<file path="src/rtl/event_encoder_8_3.sv">
// Sequential 8-to-3 event encoder: sticky pending capture, fixed-priority
// selection, one index per valid/ready handshake, saturating overrun counter.
module event_encoder_8_3 #(
  parameter int LSB_PRIORITY = 1,
  parameter int CNT_W        = 8
) (
  input  logic             Clk,
  input  logic             Reset,
  input  logic [7:0]       In,
  input  logic             Ready,
  output logic [2:0]       Out,
  output logic             Valid,
  output logic [7:0]       Pending,
  output logic             Overrun,
  output logic [CNT_W-1:0] OverrunCount
);

  logic [7:0]       pend_p0;
  logic [2:0]       out_p1;
  logic             vld_p1;
  logic             ovr_p1;
  logic [CNT_W-1:0] ocnt_p1;

  logic             load;
  logic [3:0]       sel;
  logic [7:0]       clr_mask;
  logic             ovr_hit;

  // Returns {found, index} of the highest-priority set bit of m.
  function automatic logic [3:0] pick(input logic [7:0] m);
    logic [3:0] r;
    r = 4'd0;
    if (LSB_PRIORITY != 0) begin
      for (int k = 7; k >= 0; k--)
        if (m[k]) r = {1'b1, 3'(k)};
    end else begin
      for (int k = 0; k < 8; k++)
        if (m[k]) r = {1'b1, 3'(k)};
    end
    return r;
  endfunction

  function automatic logic [CNT_W-1:0] sat_inc(input logic [CNT_W-1:0] c);
    return (&c) ? c : c + {{(CNT_W-1){1'b0}}, 1'b1};
  endfunction

  // Stage p0: selection from the registered pending mask only
  always_comb begin
    load     = !vld_p1 || Ready;
    sel      = pick(pend_p0);
    clr_mask = 8'd0;
    if (load && sel[3])
      clr_mask = 8'b1 << sel[2:0];
    ovr_hit  = |(In & pend_p0 & ~clr_mask);
  end

  always_ff @(posedge Clk) begin
    if (Reset) begin
      pend_p0 <= 8'd0;
    end else begin
      // A new request in the same cycle as its clear keeps the bit pending.
      pend_p0 <= (pend_p0 & ~clr_mask) | In;
    end
  end

  // Stage p1: presented index, valid and overrun reporting
  always_ff @(posedge Clk) begin
    if (Reset) begin
      out_p1  <= 3'd0;
      vld_p1  <= 1'b0;
      ovr_p1  <= 1'b0;
      ocnt_p1 <= '0;
    end else begin
      if (load) begin
        vld_p1 <= sel[3];
        if (sel[3])
          out_p1 <= sel[2:0];
      end
      ovr_p1 <= ovr_hit;
      if (ovr_hit)
        ocnt_p1 <= sat_inc(ocnt_p1);
    end
  end

  assign Out          = out_p1;
  assign Valid        = vld_p1;
  assign Pending      = pend_p0;
  assign Overrun      = ovr_p1;
  assign OverrunCount = ocnt_p1;

endmodule

</file>
<file path="config.mk">
export PLATFORM = sky130hd
export DESIGN_NAME = event_encoder_8_3
export DESIGN_NICKNAME = d
export VERILOG_FILES = /design/src/rtl/event_encoder_8_3.sv
export SDC_FILE = /design/constraint.sdc
export NUM_CORES = 1
export LEC_CHECK = 0
export ABC_AREA = 1
export BUFFER_PORTS_ARGS = -buffer_cell sky130_fd_sc_hd__buf_2
export CAP_MARGIN = 25
export CORE_ASPECT_RATIO = 1.2
export CORE_UTILIZATION = 55
export DETAILED_ROUTE_END_ITERATION = 8
export PLACE_DENSITY = 0.9
export SLEW_MARGIN = 30
export SYNTH_ARGS = -nofsm -noshare
export SYNTH_HDL_FRONTEND = slang
export SYNTH_SLANG_ARGS = --single-unit
export TNS_END_PERCENT = 30
</file>
<file path="constraint.sdc">
create_clock -name Clk -period 4.9 [get_ports Clk]
set_input_delay 0.245 -clock Clk [delete_from_list [all_inputs] [get_ports Clk]]
set_output_delay 0.245 -clock Clk [all_outputs]
set_load 0.01 [all_outputs]
</file>
==> metrics.yaml, run 1 <==
synth:
  yosysSeqAreaShare_pct: 34.82
  synthCells: 177
  synth_seq_cells: 21
  synth_cell_types: 22
  ys_warn_count: 0
  syn_area_um2: 1207
  syn_avg_cell_area_um2: 6.822
  synth_nets: 189
critical_path:
  ff2ff_path_depth: 13
  crit_required_ns: 5.10
  endpoint_kind: "register"
  r2r_slack_ns: 3.07
  worstPathArrival_ns: 2.03
  r2r_end: "OverrunCount[5]"
  cp_max_fo: 14
  start_kind: "register"
  crit_type: "reg2reg"
  rr_startpoint: "Pending[2]"
sta:
  slew_headroom_pct: 74.59
  period_share_pct: 37.32
  hold_ws_ns: 0.1527
  hold_violations: 0
  worstMarginPinSlew_ns: 0.3797
  final_max_slew_viol_count: 0
  fin_worst_skew_ns: 0.009311
  finalSetupViolations: 0
  layout_min_cycle_time_ns: 1.829
  tns_ns: 0
  grt_setup_unrepaired: "no"
  max_freq_mhz: 546.8
power:
  leakagePower_nw: 0.7538
  clock_power_share_pct: 21.7
  powerDensity_nw_per_um2: 275.6
  p_int_mw: 0.2560
  p_sw_share_pct: 34.17
  p_seq_share_pct: 50.4
  peakVddDrop_mv: 0.1846
  pwr-share-comb_pct: 27.9
  p_switching_mw: 0.1329
routing:
  dr.pass1.iters: 4
  drtIter0Drc: 28
  wirelength_um: 2334
  wl_per_cell_um: 9.725
  drc: 0
  drtAntennaViolNets: 0
  num_vias: 1164
  routed_via_density: 4.850
min_path:
  hp-start: "In[1]"
  hp-class: "in2reg"
  worstHoldEndpoint: "Pending[1]"
  hold_depth: 3
global_routing:
  grt_overflow: 0
  track_usage_pct: 22.71
  grt_first_pass_wirelength_um: 3981
  grt_max_degree: 15
  antenna_found_initial: 0
  grt_pass1_vias: 955
flow_run:
  cap_viol_max_count: 0
clocking:
  path_clk_slew_ns: 0.12
  clk-insertion-delay-late_ns: 0.31
  numCtsBuffers: 3
  root_buffer: "clkbuf_4"
  max-clock-path-buffers: 2
  postCtsHoldBufs: 0
  tritoncts: "done"
  cts-resized-gates: 0
  htreeDepth: 1
  post_cts_buffers: 0
  cts_sinks: 21
floorplanning:
  fp-row-count: 18
  die_w_um: 44.77
  coreArea_um2: 2072
  start_util_pct: 58.27
  dieHeight_um: 53.33
  die_area_um2: 2387
  io_pins: 32
status:
  status: "complete, no violations"
layout:
  syn_to_final_growth_pct: 16.89
  stdcell_area_um2: 1411
  antenna_cells: 0
  fin_nets: 223
  post-route-util_pct: 68.12
  drive_gt1_share_pct: 30.48
  fill_cells: 201
  final_cell_mix: "nand2_1 (33), nor2_1 (33), buf_2 (31)"
place:
  portBuffers: 31
  placed_cell_area_um2: 1385
  gp_congestion: 0.8524
  dp_hpwl_um: 1844
## how the worst max path moves through the flow
| stage | startpoint | end | slack, ns | cells past startpoint |
|---|---|---|---|---|
| global route | Pending[2] | OverrunCount[1] | 2.89 | 14 |
| CTS | Pending[2] | OverrunCount[6] | 3.08 | 13 |
| finish | Pending[2] | OverrunCount[5] | 3.07 | 13 |
| floorplan | Pending[2] | OverrunCount[2] | 3.22 | 14 |
| global placement | Pending[2] | OverrunCount[4] | 3.15 | 13 |
| detailed placement | Pending[2] | OverrunCount[6] | 3.11 | 13 |
## cells in the mapped netlist (all sizes together)
cell	instances	area [um2]
clkbuf	1	3.750
nand4	2	12.51
nand2	42	200.2
nand3b	1	7.510
nand3	18	137.6
a21oi	18	90.09
ha	1	12.51
inv	29	108.9
nor3	1	5.000
dfxtp	21	420.4
o21ai	3	15.01
buf	1	11.26
clkinv	1	3.750
nor2	38	178.9
## worst max-delay path, cell delays in order (launching register included)
cell and delay [ns]:
dfxtp_1 0.43, inv_2 0.08, nand2_4 0.10, nor2_8 0.05
nor2_4 0.10, nand3_2 0.08, nor2_1 0.14, nor2_1 0.07
nor2_2 0.11, nand3_2 0.10, inv_2 0.06, nand2_2 0.16
a21oi_1 0.18, nor2_1 0.06
## flip-flops by register name (all words and copies together), names as in the netlist
signal        flops
Overrun           1
Valid             1
OverrunCount      8
Out               3
Pending           8
## logic make-up after synthesis
kind of cell,Yosys count,share of synthesized area [%]
adder cells (fa/ha/maj),1,1.036
AND/OR/NAND/NOR,102,44.87
buffers and inverters,32,10.57
AO/OA/AOI/OAI,21,8.705
flip-flops,21,34.82
## power groups by stage
stage          Sequential [mW]  Clock [mW]  Combinational, mW
6_report                 0.196      0.0842              0.108
4_1_cts                  0.196      0.0851              0.109
3_5_place_dp             0.200           0              0.109
3_3_place_gp             0.200           0              0.106
2_1_floorplan            0.205           0             0.0763
5_1_grt                  0.199      0.0956              0.123
## area by class of cell
cell class	count	area (um2)	area share, %
clock buffers	4	26.28	1.862
inverters	30	112.6	7.979
multi-input cells	124	659.4	46.72
flip-flops and latches	21	420.4	29.79
well taps	30	37.54	2.660
repair buffers	31	155.1	10.99
## through the flow
stage	std cells	power, mW	setup WS (ns)
final	240	0.3889	3.071
after global routing	240	0.4176	2.891
after CTS	240	0.3908	3.077
after detailed placement	236	0.3088	3.114
after global placement	236	0.3064	3.149
after floorplan	177	0.2816	3.223
## routing by layer
metal	global-route usage [%]	share of wire [%]	vias up
li1	-	-	615
met1	29.13	45	512
met2	37.01	49	32
met3	4.096	5.2	5
met4	9.091	1.6	0
met5	0	0	-
Power figures use the tool's default switching activity.
==> run 2: changes to the inputs <==
- ABC_AREA: 1 -> 0
- CORE_UTILIZATION: 55 -> 44
- PLACE_DENSITY: 0.9 -> 0.8
- clock period: 4.9 -> 1.5 ns (I/O delays scaled with it)
==> run 2 against run 1 <==
- the run now ends with setup timing left
- clock power grew to 3.3 times the previous value
- sequential share of layout area shrank 1.4 points
- critical endpoint is now OverrunCount[0]
- highest routed layer unchanged
- final area rose by 6.4%
- maximum frequency decreased by 9.8%
- largest cell class unchanged
==> metrics.yaml, run 2 <==
critical_path:
  critPathLaunch: "Pending[0]"
  worstPathArrival_ns: 2.23  # +0.20 ns
  endpoint_kind: "register"
  cp_max_fo: 6  # -8
  rr_startpoint: "Pending[0]"
  crit_type: "reg2reg"
  crit_required_ns: 1.70  # -3.40 ns
  start_kind: "register"
clocking:
  max-clock-path-buffers: 2  # unchanged
  path_clk_slew_ns: 0.11  # about the same
  clk-insertion-delay-late_ns: 0.30  # about the same
  root_buffer: "clkbuf_4"
  htreeDepth: 1  # unchanged
  tritoncts: "done"
  numCtsBuffers: 3  # unchanged
  post_cts_buffers: 0  # unchanged
  cts_sinks: 21  # unchanged
synth:
  synth_area_leaders: "dfxtp_1 (41%), a21oi_1 (7.3%), nor2_1 (6.2%)"
  synthCells: 126  # -29%
  netlist_top_cells_count: "dfxtp_1 (21), nor2_1 (17), a21oi_1 (15)"
  syn_avg_cell_area_um2: 8.212  # +20%
  synthArstFlopShare_pct: 0  # unchanged
  synth_seq_cells: 21  # unchanged
  ys.flop_type: "dfxtp_1"
  synth_top_cell_area_share_pct: 40.63  # +5.8 points
  syn_area_um2: 1035  # -14%
  ys_warn_count: 0  # unchanged
  synth_cell_types: 34  # +55%
  yosysSeqAreaShare_pct: 40.63  # +5.8 points
  synth_most_common_cell: "dfxtp_1"
  synth_nets: 138  # -27%
  synth_edf_count: 0  # unchanged
  yosys.area.top_type: "dfxtp_1"
sta:
  slew_headroom_pct: 73.67  # -0.92 points
  layout_min_cycle_time_ns: 2.027  # +0.1986 ns
  period_share_pct: 135.2  # +98 points
  max_freq_mhz: 493.3  # -9.8%
  finalSetupViolations: 9  # +9
  fin_worst_skew_ns: 0.001690  # -0.007621 ns
  grt_setup_unrepaired: "yes"
  setup_ws_ns: -0.5273  # -3.599 ns
  worstMarginPinSlew_ns: 0.3949  # +0.01518 ns
  hold_violations: 0  # unchanged
  final_max_slew_viol_count: 0  # unchanged
status:
  failed_checks: "setup timing"
  status: "finished with violations"
floorplanning:
  die_w_um: 46.27  # +3.4%
  start_util_pct: 48.36  # -9.9 points
  fp-row-count: 18  # unchanged
  die_area_um2: 2550  # +6.8%
  dieHeight_um: 55.12  # +3.4%
  io_pins: 32  # unchanged
  coreArea_um2: 2140  # +3.3%
routing:
  wirelength_um: 2706  # +16%
  wl_per_cell_um: 12.36  # +27%
  drc: 0  # unchanged
  routed_via_density: 5.269  # +8.6%
  drtIter0Drc: 26  # -7.1%
  num_vias: 1154  # -0.86%
  dr.pass1.iters: 5  # +1
  drtAntennaViolNets: 0  # unchanged
min_path:
  hp-start: "In[1]"
  hp-class: "in2reg"
global_routing:
  grt_first_pass_wirelength_um: 4353  # +9.3%
  grt_overflow: 0  # unchanged
  grt_max_degree: 23  # +8
  track_usage_pct: 23.97  # +1.3 points
  antenna_found_initial: 0  # unchanged
  grt_pass1_vias: 1096  # +15%
layout:
  stdcell_count: 219  # -8.8%
  multiInputGateArea_um2: 576.8  # -13%
  syn_to_final_growth_pct: 45.10
  final_common_cell: "buf_2"
  fin_nets: 202  # -9.4%
  drive_gt1_share_pct: 38.62  # +8.1 points
  final_cell_mix: "buf_2 (31), buf_4 (27), nor2_1 (17)"
  antenna_cells: 0  # unchanged
  fill_cells: 176  # -12%
  stdcell_area_um2: 1501  # +6.4%
  ff_latch_area_um2: 426.7  # +1.5%
power:
  total_power_mw: 1.276  # +230%
  peakVddDrop_mv: 0.5300  # +190%
  powerDensity_nw_per_um2: 849.9  # +210%
  leakagePower_nw: 0.6914  # -8.3%
place:
  dp_hpwl_um: 2037  # +10%
  placed_cell_area_um2: 1418  # +2.3%
  gp_congestion: 0.9268  # +8.7%
  placed_cells: 210  # -11%
  portBuffers: 31  # unchanged
flow_run:
  cap_viol_max_count: 0  # unchanged
[run 2: cell count changes after synthesis, sizes merged, moves of 3 or more]
cell | before | now
o31ai | 0 | 3
or3 | 0 | 3
nor2b | 0 | 4
nor2 | 38 | 17
a21oi | 18 | 15
inv | 29 | 7
nand2b | 0 | 3
nand3 | 18 | 4
nand4 | 2 | 5
o21ai | 3 | 8
nand2 | 42 | 10
[run 2: where the power goes]
part	internal (mW)	switching (mW)
Sequential	0.601	0.0291
Combinational	0.189	0.183
Clock	0.104	0.171
Total	0.893	0.383
[run 2: path summary, 6_finish.rpt]
path	end	slack [ns]	cells after the start
setup / recovery	OverrunCount[0]	-0.53	6
setup reg to reg	OverrunCount[0]	-0.53	6
hold / removal	Pending[1]	0.01	3
hold reg to reg	Out[0]	0.46	2
[run 2: cell families (layout without fill, tap and decap cells)]
kind of cell / Yosys count / count (layout) / synth area share, %
and+or+nand+nor: 54 / 54 / 28.30
AOI/OAI and AO/OA: 36 / 36 / 21.65
buffers and inverters: 11 / 74 / 4.716
adders and majority gates: 1 / 1 / 1.209
muxes: 3 / 3 / 3.506
DFF: 21 / 21 / 40.63
[run 2: cell type report]
cell class              instances  area share, %
clock buffers                   4          1.750
multi-input cells              94          38.42
flip-flops and latches         21          28.42
inverters                       7          1.750
well taps                      30          2.500
repair buffers                 63          27.17
[run 2: through the flow]
stage	utilization (%)	hold WS (ns)	worst slack, ns	TNS, ns
2_1_floorplan	-	0.1923	-0.4229	-2.422
3_3_place_gp	66.26	0.2938	-0.3880	-2.865
3_5_place_dp	66.26	0.3051	-0.4766	-3.597
4_1_cts	70.12	0.001911	-0.5010	-3.698
5_1_grt	70.18	0.01875	-0.6120	-4.888
6_report	70.18	0.01472	-0.5273	-3.999
[run 2: routing by layer]
metal / track usage (%) / routed length (um)
met5: 0 / 0
met4: 13.73 / 41
met3: 3.247 / 83
met2: 42.02 / 1398
met1: 27.42 / 1182
[run 2: timing repair]
action,CTS,global route
resized for setup,3,1
setup endpoints to repair,11,11
pin swaps,1,1
endpoints found under the hold margin,5,0
hold buffers,5,0
[run 2: critical path, cell delays in order (launching register included)]
cell     delay [ns]
dfxtp_2        0.36
nor4_4         0.38
a31oi_1        0.18
a221o_1        0.36
nor3_4         0.22
nor2b_1        0.11
mux2_1         0.32
==> run 3: changes to the inputs <==
- CORE_UTILIZATION: 44 -> 30
- PLACE_DENSITY: 0.8 -> 0.6
==> run 3 against run 2 <==
- the run still ends with setup timing left
- non-clock buffer count rose by 7
- flip-flop and latch count stayed put
- maximum frequency grew 0.46%
- clock-buffer cell count did not move
- largest cell class unchanged
- via count is 1.3% higher
- total power increased by 14%
- combinational power increased by 20%
- critical path type unchanged
- sequential power about the same
- cell count rose by 6.4%
==> metrics.yaml, run 3 (synthesized netlist as in run 2, its figures left out) <==
status:
  status: "finished with violations"
  failed_checks: "setup timing"
sta:
  slew_headroom_pct: 71.89  # -1.8 points
  period_share_pct: 134.5  # -0.62 points
  worstMarginPinSlew_ns: 0.4216  # +0.02676 ns
  final_max_slew_viol_count: 0  # unchanged
  layout_min_cycle_time_ns: 2.018  # -0.009350 ns
  finalSetupViolations: 9  # unchanged
  grt_setup_unrepaired: "yes"
  hold_ws_ns: 0.03743  # +0.02271 ns
  setup_ws_ns: -0.5180  # +0.009350 ns
  hold_violations: 0  # unchanged
  max_freq_mhz: 495.5  # +0.46%
  fin_worst_skew_ns: 0.007371  # +0.005681 ns
floorplanning:
  coreArea_um2: 3309  # +55%
  die_area_um2: 3689  # +45%
  fp-row-count: 23  # +5
  die_w_um: 55.61  # +20%
  start_util_pct: 31.27  # -17 points
  io_pins: 32  # unchanged
  dieHeight_um: 66.34  # +20%
critical_path:
  crit_required_ns: 1.65  # -0.05 ns
  crit_type: "reg2reg"
  r2r_end: "OverrunCount[4]"
  max_stage_delay_ns: 0.36  # -0.02 ns
  endpoint_kind: "register"
  critPathBufInv: 1  # +1
  r2r_slack_ns: -0.52  # about the same
  critPathTopFamily: "simple AND/OR/NAND/NOR gates"
  critPathSlowestCell: "dfxtp_4"
  start_kind: "register"
  path_cells: "nor4_4 > buf_6 > a41oi_2 > a221o_1 > nor3_4 > nor2_1 > mux2_4"
  worstPathArrival_ns: 2.17  # -0.06 ns
  ff2ff_path_depth: 7  # +1
  rr_startpoint: "Pending[3]"
  cp_max_fo: 5  # -1
flow_run:
  cap_viol_max_count: 0  # unchanged
layout:
  antenna_cells: 0  # unchanged
  drive_gt1_share_pct: 48.98  # +10 points
  multiInputGateArea_um2: 631.9  # +9.5%
  ff_latch_area_um2: 427.9  # +0.29%
  final_cell_mix: "buf_4 (36), buf_2 (31), dfxtp_1 (17)"
  final_common_cell: "buf_4"
  post-route-util_pct: 49.45  # -21 points
  fill_cells: 312  # +77%
  stdcell_area_um2: 1637  # +9.0%
  fin_nets: 209  # +3.5%
  syn_to_final_growth_pct: 58.16
place:
  portBuffers: 31  # unchanged
  placed_cell_area_um2: 1471  # +3.8%
  gp_congestion: 0.9057  # -2.3%
  dp_hpwl_um: 2100  # +3.1%
routing:
  wirelength_um: 3017  # +11%
  dr.pass1.iters: 4  # -1
  drtAntennaViolNets: 0  # unchanged
  drtIter0Drc: 45  # +73%
  drc: 0  # unchanged
  routed_via_density: 5.017  # -4.8%
  wl_per_cell_um: 12.95  # +4.8%
  num_vias: 1169  # +1.3%
global_routing:
  grt_max_degree: 23  # unchanged
  grt_pass1_vias: 1157  # +5.6%
  antenna_found_initial: 0  # unchanged
  grt_overflow: 0  # unchanged
  grt_first_pass_wirelength_um: 5002  # +15%
  track_usage_pct: 17.12  # -6.9 points
clocking:
  htreeDepth: 1  # unchanged
  clk-insertion-delay-late_ns: 0.26  # -0.04 ns
  numCtsBuffers: 3  # unchanged
  max-clock-path-buffers: 2  # unchanged
  tritoncts: "done"
  root_buffer: "clkbuf_8"
  cts_sinks: 21  # unchanged
  path_clk_slew_ns: 0.08  # -0.03 ns
min_path:
  hp-start: "In[7]"
  worstHoldEndpoint: "Pending[7]"
  hold_depth: 3  # unchanged
  hp-class: "in2reg"
power:
  peakVddDrop_mv: 0.7400  # +40%
  total_power_mw: 1.453  # +14%
  powerDensity_nw_per_um2: 887.9  # +4.5%
  leakagePower_nw: 0.7535  # +9.0%
-- run 3: changes by cell type in the layout (fill, tap and decap cells not counted), sizes merged --
cell | before | now
buf | 58 | 70
dlygate4sd3 | 5 | 0
-- run 3: how the worst max path moves through the flow --
stage / depth (start not counted) / startpoint / slack (ns) / end
final: 7 / Pending[3] / -0.52 / OverrunCount[4]
after detailed placement: 7 / Pending[1] / -0.45 / OverrunCount[2]
after global routing: 7 / Pending[3] / -0.62 / OverrunCount[4]
after global placement: 6 / Pending[1] / -0.38 / OverrunCount[0]
after CTS: 7 / Pending[2] / -0.46 / OverrunCount[2]
after floorplan: 7 / Pending[1] / -0.42 / OverrunCount[4]
-- run 3: worst reg2reg max path, stage by stage (launching register included) --
cell	delay (ns)
dfxtp_4	0.36
nor4_4	0.30
buf_6	0.17
a41oi_2	0.11
a221o_1	0.32
nor3_4	0.23
nor2_1	0.10
mux2_4	0.30
-- run 3: per-stage QoR --
| stage | setup TNS [ns] | instances | setup WS, ns |
|---|---|---|---|
| 3_5_place_dp | -3.687 | 223 | -0.4464 |
| 2_1_floorplan | -2.422 | 126 | -0.4229 |
| 6_report | -4.175 | 233 | -0.5180 |
| 4_1_cts | -3.633 | 229 | -0.4642 |
| 5_1_grt | -5.261 | 233 | -0.6173 |
| 3_3_place_gp | -3.087 | 223 | -0.3793 |
-- run 3: cell type report --
cell class,instances,share of cell area (%)
flip-flops and latches,21,26.15
clock buffers,4,2.752
well taps,37,2.829
inverters,7,1.606
repair buffers,70,28.06
multi-input cells,94,38.61
-- run 3: timing repair --
item	in CTS	in global routing
setup buffers	2	4
hold endpoints to repair	0	0
hold buffers	0	0
endpoints found under the setup margin	11	13
pin swaps	2	4
gates resized for setup	2	20
-- run 3: per-layer routing --
metal,vias up,share of wire (%),GRT usage [%]
met1,542,40,18.98
met2,36,54,32.83
met5,-,0,0
li1,589,-,-
met4,0,0.20,2.813
met3,2,5.2,4.697
-- run 3: power breakdown --
part	internal [mW]	leakage (nW)	switching [mW]
clock network	0.189	0.0228	0.188
registers	0.599	0.175	0.0323
logic	0.235	0.556	0.208
